--- config.mk ---
export PLATFORM = sky130hd
export DESIGN_NAME = pow_share_arbiter
export DESIGN_NICKNAME = d
export VERILOG_FILES = /design/src/rtl/pow_share_pkg.sv /design/src/rtl/pow_rr_arbiter.sv /design/src/rtl/pow_share_arbiter.sv
export SDC_FILE = /design/constraint.sdc
export NUM_CORES = 1
export LEC_CHECK = 0
export CORE_MARGIN = 5
export CORE_UTILIZATION = 52
export DETAILED_ROUTE_END_ITERATION = 10
export PLACE_DENSITY = 0.87
export SLEW_MARGIN = 20
export SYNTH_ARGS = -nofsm -noshare
export SYNTH_HDL_FRONTEND = slang
export SYNTH_HIERARCHICAL = 1
export SYNTH_SLANG_ARGS = --single-unit
--- constraint.sdc ---
create_clock -name clock -period 5.1 [get_ports clock]
set_input_delay 0.51 -clock clock [delete_from_list [all_inputs] [get_ports clock]]
set_output_delay 0.51 -clock clock [all_outputs]
set_load 0.1 [all_outputs]
--- src/rtl/pow_share_pkg.sv ---
// Shared types and helpers for the shared power-engine arbiter.
package pow_share_pkg;

  localparam int DEF_NUM_REQ = 4;
  localparam int DEF_W       = 18;
  localparam int DEF_EXP     = 5;

  typedef enum logic [1:0] {
    IDLE = 2'd0,
    MUL  = 2'd1,
    DONE = 2'd2
  } pow_state_e;

  // Index width for n items, never narrower than one bit.
  function automatic int id_width(input int n);
    return (n > 1) ? $clog2(n) : 1;
  endfunction

endpackage

--- src/rtl/pow_rr_arbiter.sv ---
// Combinational round-robin picker: first valid requester at or after the pointer.
module pow_rr_arbiter
  import pow_share_pkg::*;
#(
  parameter int NUM_REQ = DEF_NUM_REQ,
  parameter int ID_W    = id_width(NUM_REQ)
) (
  input  logic [NUM_REQ-1:0] i_req_valid,
  input  logic [ID_W-1:0]    i_ptr,
  output logic [NUM_REQ-1:0] o_grant,
  output logic [ID_W-1:0]    o_winner
);

  always_comb begin
    int          w_pos;
    logic        w_found;
    logic [ID_W-1:0] w_idx;
    o_grant  = '0;
    o_winner = '0;
    w_found  = 1'b0;
    w_pos    = 0;
    w_idx    = '0;
    for (int k = 0; k < NUM_REQ; k++) begin
      w_pos = int'(i_ptr) + k;
      if (w_pos >= NUM_REQ) begin
        w_pos = w_pos - NUM_REQ;
      end
      w_idx = ID_W'(w_pos);
      if (!w_found && i_req_valid[w_idx]) begin
        w_found         = 1'b1;
        o_grant[w_idx]  = 1'b1;
        o_winner        = w_idx;
      end
    end
  end

endmodule

--- src/rtl/pow_share_arbiter.sv ---
// Round-robin sharing of one iterative n^EXP engine among NUM_REQ requesters,
// with a single id-tagged result port that honours backpressure.
module pow_share_arbiter
  import pow_share_pkg::*;
#(
  parameter int NUM_REQ = DEF_NUM_REQ,
  parameter int W       = DEF_W,
  parameter int EXP     = DEF_EXP,
  parameter int ID_W    = id_width(NUM_REQ)
) (
  input  logic                 clock,
  input  logic                 reset_n,
  input  logic [NUM_REQ-1:0]   req_valid,
  input  logic [NUM_REQ*W-1:0] req_n,
  output logic [NUM_REQ-1:0]   req_ready,
  output logic                 res_valid,
  output logic [ID_W-1:0]      res_id,
  output logic [W-1:0]         res_data,
  input  logic                 res_ready,
  output logic                 busy
);

  localparam int CNT_W = id_width(EXP + 1);

  pow_state_e       r_state;
  logic [ID_W-1:0]  r_ptr;
  logic [ID_W-1:0]  r_id;
  logic [W-1:0]     r_acc;
  logic [W-1:0]     r_n;
  logic [CNT_W-1:0] r_cnt;

  logic [NUM_REQ-1:0] w_grant;
  logic [ID_W-1:0]    w_winner;
  logic               w_accept;
  logic [W-1:0]       w_ops [NUM_REQ];
  logic [W-1:0]       w_opnd;
  logic [W-1:0]       w_prod;
  logic [ID_W-1:0]    w_ptr_next;

  for (genvar g = 0; g < NUM_REQ; g++) begin : g_ops
    assign w_ops[g] = req_n[g*W +: W];
  end

  pow_rr_arbiter #(
    .NUM_REQ (NUM_REQ),
    .ID_W    (ID_W)
  ) u_rr (
    .i_req_valid (req_valid),
    .i_ptr       (r_ptr),
    .o_grant     (w_grant),
    .o_winner    (w_winner)
  );

  // Grants are offered only in IDLE and never while reset is held.
  assign req_ready  = (reset_n && (r_state == IDLE)) ? w_grant : '0;
  assign w_accept   = |(req_valid & req_ready);
  assign w_opnd     = w_ops[w_winner];
  assign w_prod     = W'(r_acc * r_n);
  assign w_ptr_next = (r_id == ID_W'(NUM_REQ - 1)) ? '0 : r_id + ID_W'(1);

  assign busy      = (r_state != IDLE);
  assign res_valid = (r_state == DONE);
  assign res_id    = r_id;
  assign res_data  = r_acc;

  always_ff @(posedge clock) begin
    if (!reset_n) begin
      r_state <= IDLE;
      r_ptr   <= '0;
      r_id    <= '0;
      r_acc   <= '0;
      r_n     <= '0;
      r_cnt   <= '0;
    end else begin
      case (r_state)
        IDLE: begin
          if (w_accept) begin
            r_n     <= w_opnd;
            r_acc   <= w_opnd;
            r_id    <= w_winner;
            r_cnt   <= CNT_W'(EXP - 1);
            r_state <= (EXP > 1) ? MUL : DONE;
          end
        end
        MUL: begin
          r_acc <= w_prod;
          r_cnt <= r_cnt - CNT_W'(1);
          if (r_cnt == CNT_W'(1)) begin
            r_state <= DONE;
          end
        end
        DONE: begin
          // Pointer moves past the owner only once its result is taken.
          if (res_ready) begin
            r_state <= IDLE;
            r_ptr   <= w_ptr_next;
          end
        end
        default: r_state <= IDLE;
      endcase
    end
  end

endmodule

==> run summary, run 1 <==
Iter 0 DRT Violations -> 797
nets -> 1285
WL/cell -> 20.0 um
CP Class -> reg -> reg
Area Growth Syn to Fin -> 25.8%
CP cell instances -> buf_6, and2_4, fa_1, inv_2, fa_1, inv_1, fa_1, fa_1, fa_1, inv_2, fa_1, inv_2, ha_4, nand4_1, o211ai_4, a31oi_4, xnor2_2, a211oi_2
layout cells sized above 1 -> 0.184
CTS max path bufs -> 2
Final HPWL DP -> 17700 um
fin crit period -> 5.31 ns
Post-Synth Simple-Gate Area -> 0.200
Setup TNS -> -0.518 ns
FFs w/ async S/R, synth -> 0
CP endpoint -> res_data[17]
crit path launch type -> register
GPL Wtd Cong -> 0.965
Mapped Cells -> 901
CP peak stage delay -> 0.55 ns
Post-Route Skew -> 0.0119 ns
Site Rows -> 44
worst path required time -> 5.31 ns
crit-path most repeated cell -> fa_1
Port Buf Inserts -> 104
worst-path maximum fanout -> 6
Max-slew headroom -> 0.332
final worst-path cycle share -> 1.04
TritonRoute pass-1 iters -> 5
Synth Area in Adders -> 0.377
final wirelength -> 24400 um
EDFF count, synth -> 0
total track usage -> 0.263
fin. max-slew vios -> 0
diodes inserted -> 0
xor and xnor area share after synthesis -> 0.0460
vias in the first global route -> 7420
I/O pin cnt -> 105
r2r worst-path depth -> 18
leakage dissipation -> 4.46 nW
synthesized flop and latch total -> 45
CORE AREA -> 14600 sq um
multiplexer share of the synthesized area -> 0.0643
# setup viols final -> 3
number of H-tree levels -> 2
width of the die -> 133 um
worst setup path start -> res_data[7]
RSZ-0062 raised after global routing -> yes
Worst setup EP type -> register
Worst path depth -> 18
commonest non-fill, non-tap cells in the layout -> 167 x inv_1, 126 x nand2_1, 103 x fa_1
dpl ws -> -0.117 ns
first-pass GRT wire length -> 37000 um
status -> complete, but fails checks
crit path DAT -> 5.53 ns
worst min-delay path class -> reg -> reg
WP buf/inv -> 5
Synth Area in Compound Gates -> 0.0831
Peak VDD IR -> 0.000156 V
Num CTS Buffers -> 5
Root Buffer -> clkbuf_16
flop2flop setup slack -> -0.21 ns
Hold Violations, Final -> 0
cell count after placement -> 1193
R2R Path End -> res_data[17]
sequential area share after synthesis -> 0.115
Min-Delay Path Depth -> 1
largest net degree at the start of global routing -> 45
Final ANT Viol Nets -> 0
main combinational cell family by area after synthesis -> adder cells
Num Clock Sinks -> 45
Final Non-Filler Cells -> 1221
full die area -> 17600 sq um
Distinct cells, synth -> 64
hold-fix buffer count after cts -> 0
die height -> 133 um
critical path's top delay family -> adder cells
Mapped Avg Cell Area -> 8.66 sq um
Crit-path slowest cell -> fa_1
Yosys warnings -> 6
via count -> 7135
most common cell after layout, fill and taps aside -> inv_1
clock latency on the worst-skew pair -> 0.30 ns
pwr/cell area -> 145 nW/um^2
failing checks -> negative setup slack
maxcap violations -> 0
Peak Freq -> 0.188 GHz
initial antenna violation count -> 0
register clock-pin slew on the reported worst setup and hold paths -> 0.07 ns
Worst Max-Slew Pin Slew -> 0.999 ns
synthesized area -> 7800 sq um
CTS tree -> yes
Worst Slack Setup Final -> -0.211 ns
total grt overflow -> 0
DRC viols -> 0
Synth Flop Type -> dfxtp_1
Starting Density -> 0.533
Reg2Reg Launch Point -> res_data[7]
vias per inst -> 5.84
syn_nets -> 1150
[Yosys cell counts, types with 2 or more instances]
cell type	n	area share
and2_1	114	0.091
xnor3_1	2	0.0058
clkbuf_2	3	0.0019
nor2b_1	2	0.0016
a31oi_1	14	0.011
nand3_1	6	0.0038
clkbuf_8	3	0.0053
xor2_1	9	0.010
or3_1	3	0.0024
o21a_1	2	0.0019
clkbuf_1	30	0.014
nor3_1	3	0.0019
inv_1	173	0.083
o31ai_1	2	0.0019
o21ai_0	16	0.010
nand2_1	126	0.061
a21oi_1	38	0.024
fa_1	109	0.28
dfxtp_1	45	0.12
and2_2	5	0.0048
a21o_1	2	0.0019
buf_2	7	0.0045
a221o_2	4	0.0058
mux2i_1	4	0.0051
nand2b_1	8	0.0064
xnor2_1	25	0.028
o21ai_1	3	0.0019
a22oi_1	3	0.0029
nand4_1	2	0.0016
o21bai_1	2	0.0019
nand2_2	4	0.0032
nor2_1	19	0.0091
and3b_1	2	0.0022
ha_1	61	0.098
mux4_2	20	0.058
nor3b_1	2	0.0019
[registers in the layout (all words and copies together) (netlist names)]
name      count
res_id        2
r_ptr         2
r_n          18
r_state       2
r_cnt         3
res_data     18
[where the power goes]
group	switching (mW)	internal (mW)	total [mW]	leakage, nW
registers	0.0572	0.382	0.440	0.382
clock network	0.143	0.182	0.325	0.0631
logic	0.399	0.264	0.662	4.02
total	0.599	0.828	1.43	4.46
[layout make-up]
cell class | instances | area, sq um
Fill cell | 1033 | 4820
Inverter | 174 | 667
Tap cell | 184 | 230
Clock inverter | 2 | 15.0
Multi-Input combinational cell | 637 | 6210
Timing Repair Buffer | 173 | 1600
Clock buffer | 6 | 129
Sequential cell | 45 | 971
[cell families (layout without fill, tap and decap cells)]
group                      after synthesis  after routing
adders and majority gates              170            170
muxes                                   25             25
AOI/OAI and AO/OA                      100            100
xor gates and xnor gates                37             37
and+or+nand+nor                        305            305
buffers and inverters                  219            355
DFF                                     45             45
[worst register-to-register path, stage by stage, from the launching register on]
cell	delay, ns
dfxtp_4	0.38
buf_6	0.14
and2_4	0.16
fa_1	0.55
inv_2	0.05
fa_1	0.54
inv_1	0.06
fa_1	0.53
fa_1	0.44
fa_1	0.55
inv_2	0.04
fa_1	0.51
inv_2	0.07
ha_4	0.29
nand4_1	0.21
o211ai_4	0.20
a31oi_4	0.14
xnor2_2	0.16
a211oi_2	0.20
[how the worst min path moves through the flow]
stage                     slack (ns)  startpoint  endpoint
final                           0.48    r_cnt[2]  r_cnt[2]
after global routing            0.49     r_n[16]   r_n[16]
after CTS                       0.47     r_n[17]   r_n[17]
after detailed placement        0.46     r_n[16]   r_n[16]
after global placement          0.45     r_n[17]   r_n[17]
after floorplan                 0.44     r_n[17]   r_n[17]
[routing by layer]
metal	up-vias	routed length [um]	GRT usage
li1	3065	-	-
met2	513	11400	0.448
met3	130	2640	0.0581
met4	0	1550	0.124
met1	3427	8840	0.317
met5	-	0	0
[stage by stage]
step           hold WS (ns)  power [mW]   util  cell area [sq um]
2_1_floorplan         0.436       0.823      -               7980
3_3_place_gp          0.448        1.03  0.637               9320
3_5_place_dp          0.459        1.04  0.637               9320
4_1_cts               0.470        1.39  0.662               9690
5_1_grt               0.494        1.48  0.671               9820
6_report              0.477        1.43  0.671               9820
[repair_timing]
action / in CTS / in global routing
setup endpoints to repair: 3 / 5
gates cloned: 0 / 0
setup buffers: 15 / 5
pin swaps: 24 / 22
resized for setup: 34 / 26
No activity file was read; power rests on OpenSTA's default activity.
==> inputs of run 2 (changes only) <==
--- a/config.mk
+++ b/config.mk
@@ -8,6 +8,7 @@
 export CORE_MARGIN = 5
 export CORE_UTILIZATION = 52
 export DETAILED_ROUTE_END_ITERATION = 10
+export HOLD_SLACK_MARGIN = 0.02
 export PLACE_DENSITY = 0.87
 export SLEW_MARGIN = 20
 export SYNTH_ARGS = -nofsm -noshare
==> results of run 2 <==
Final layout, timing and power as in run 1 (identical DEF).
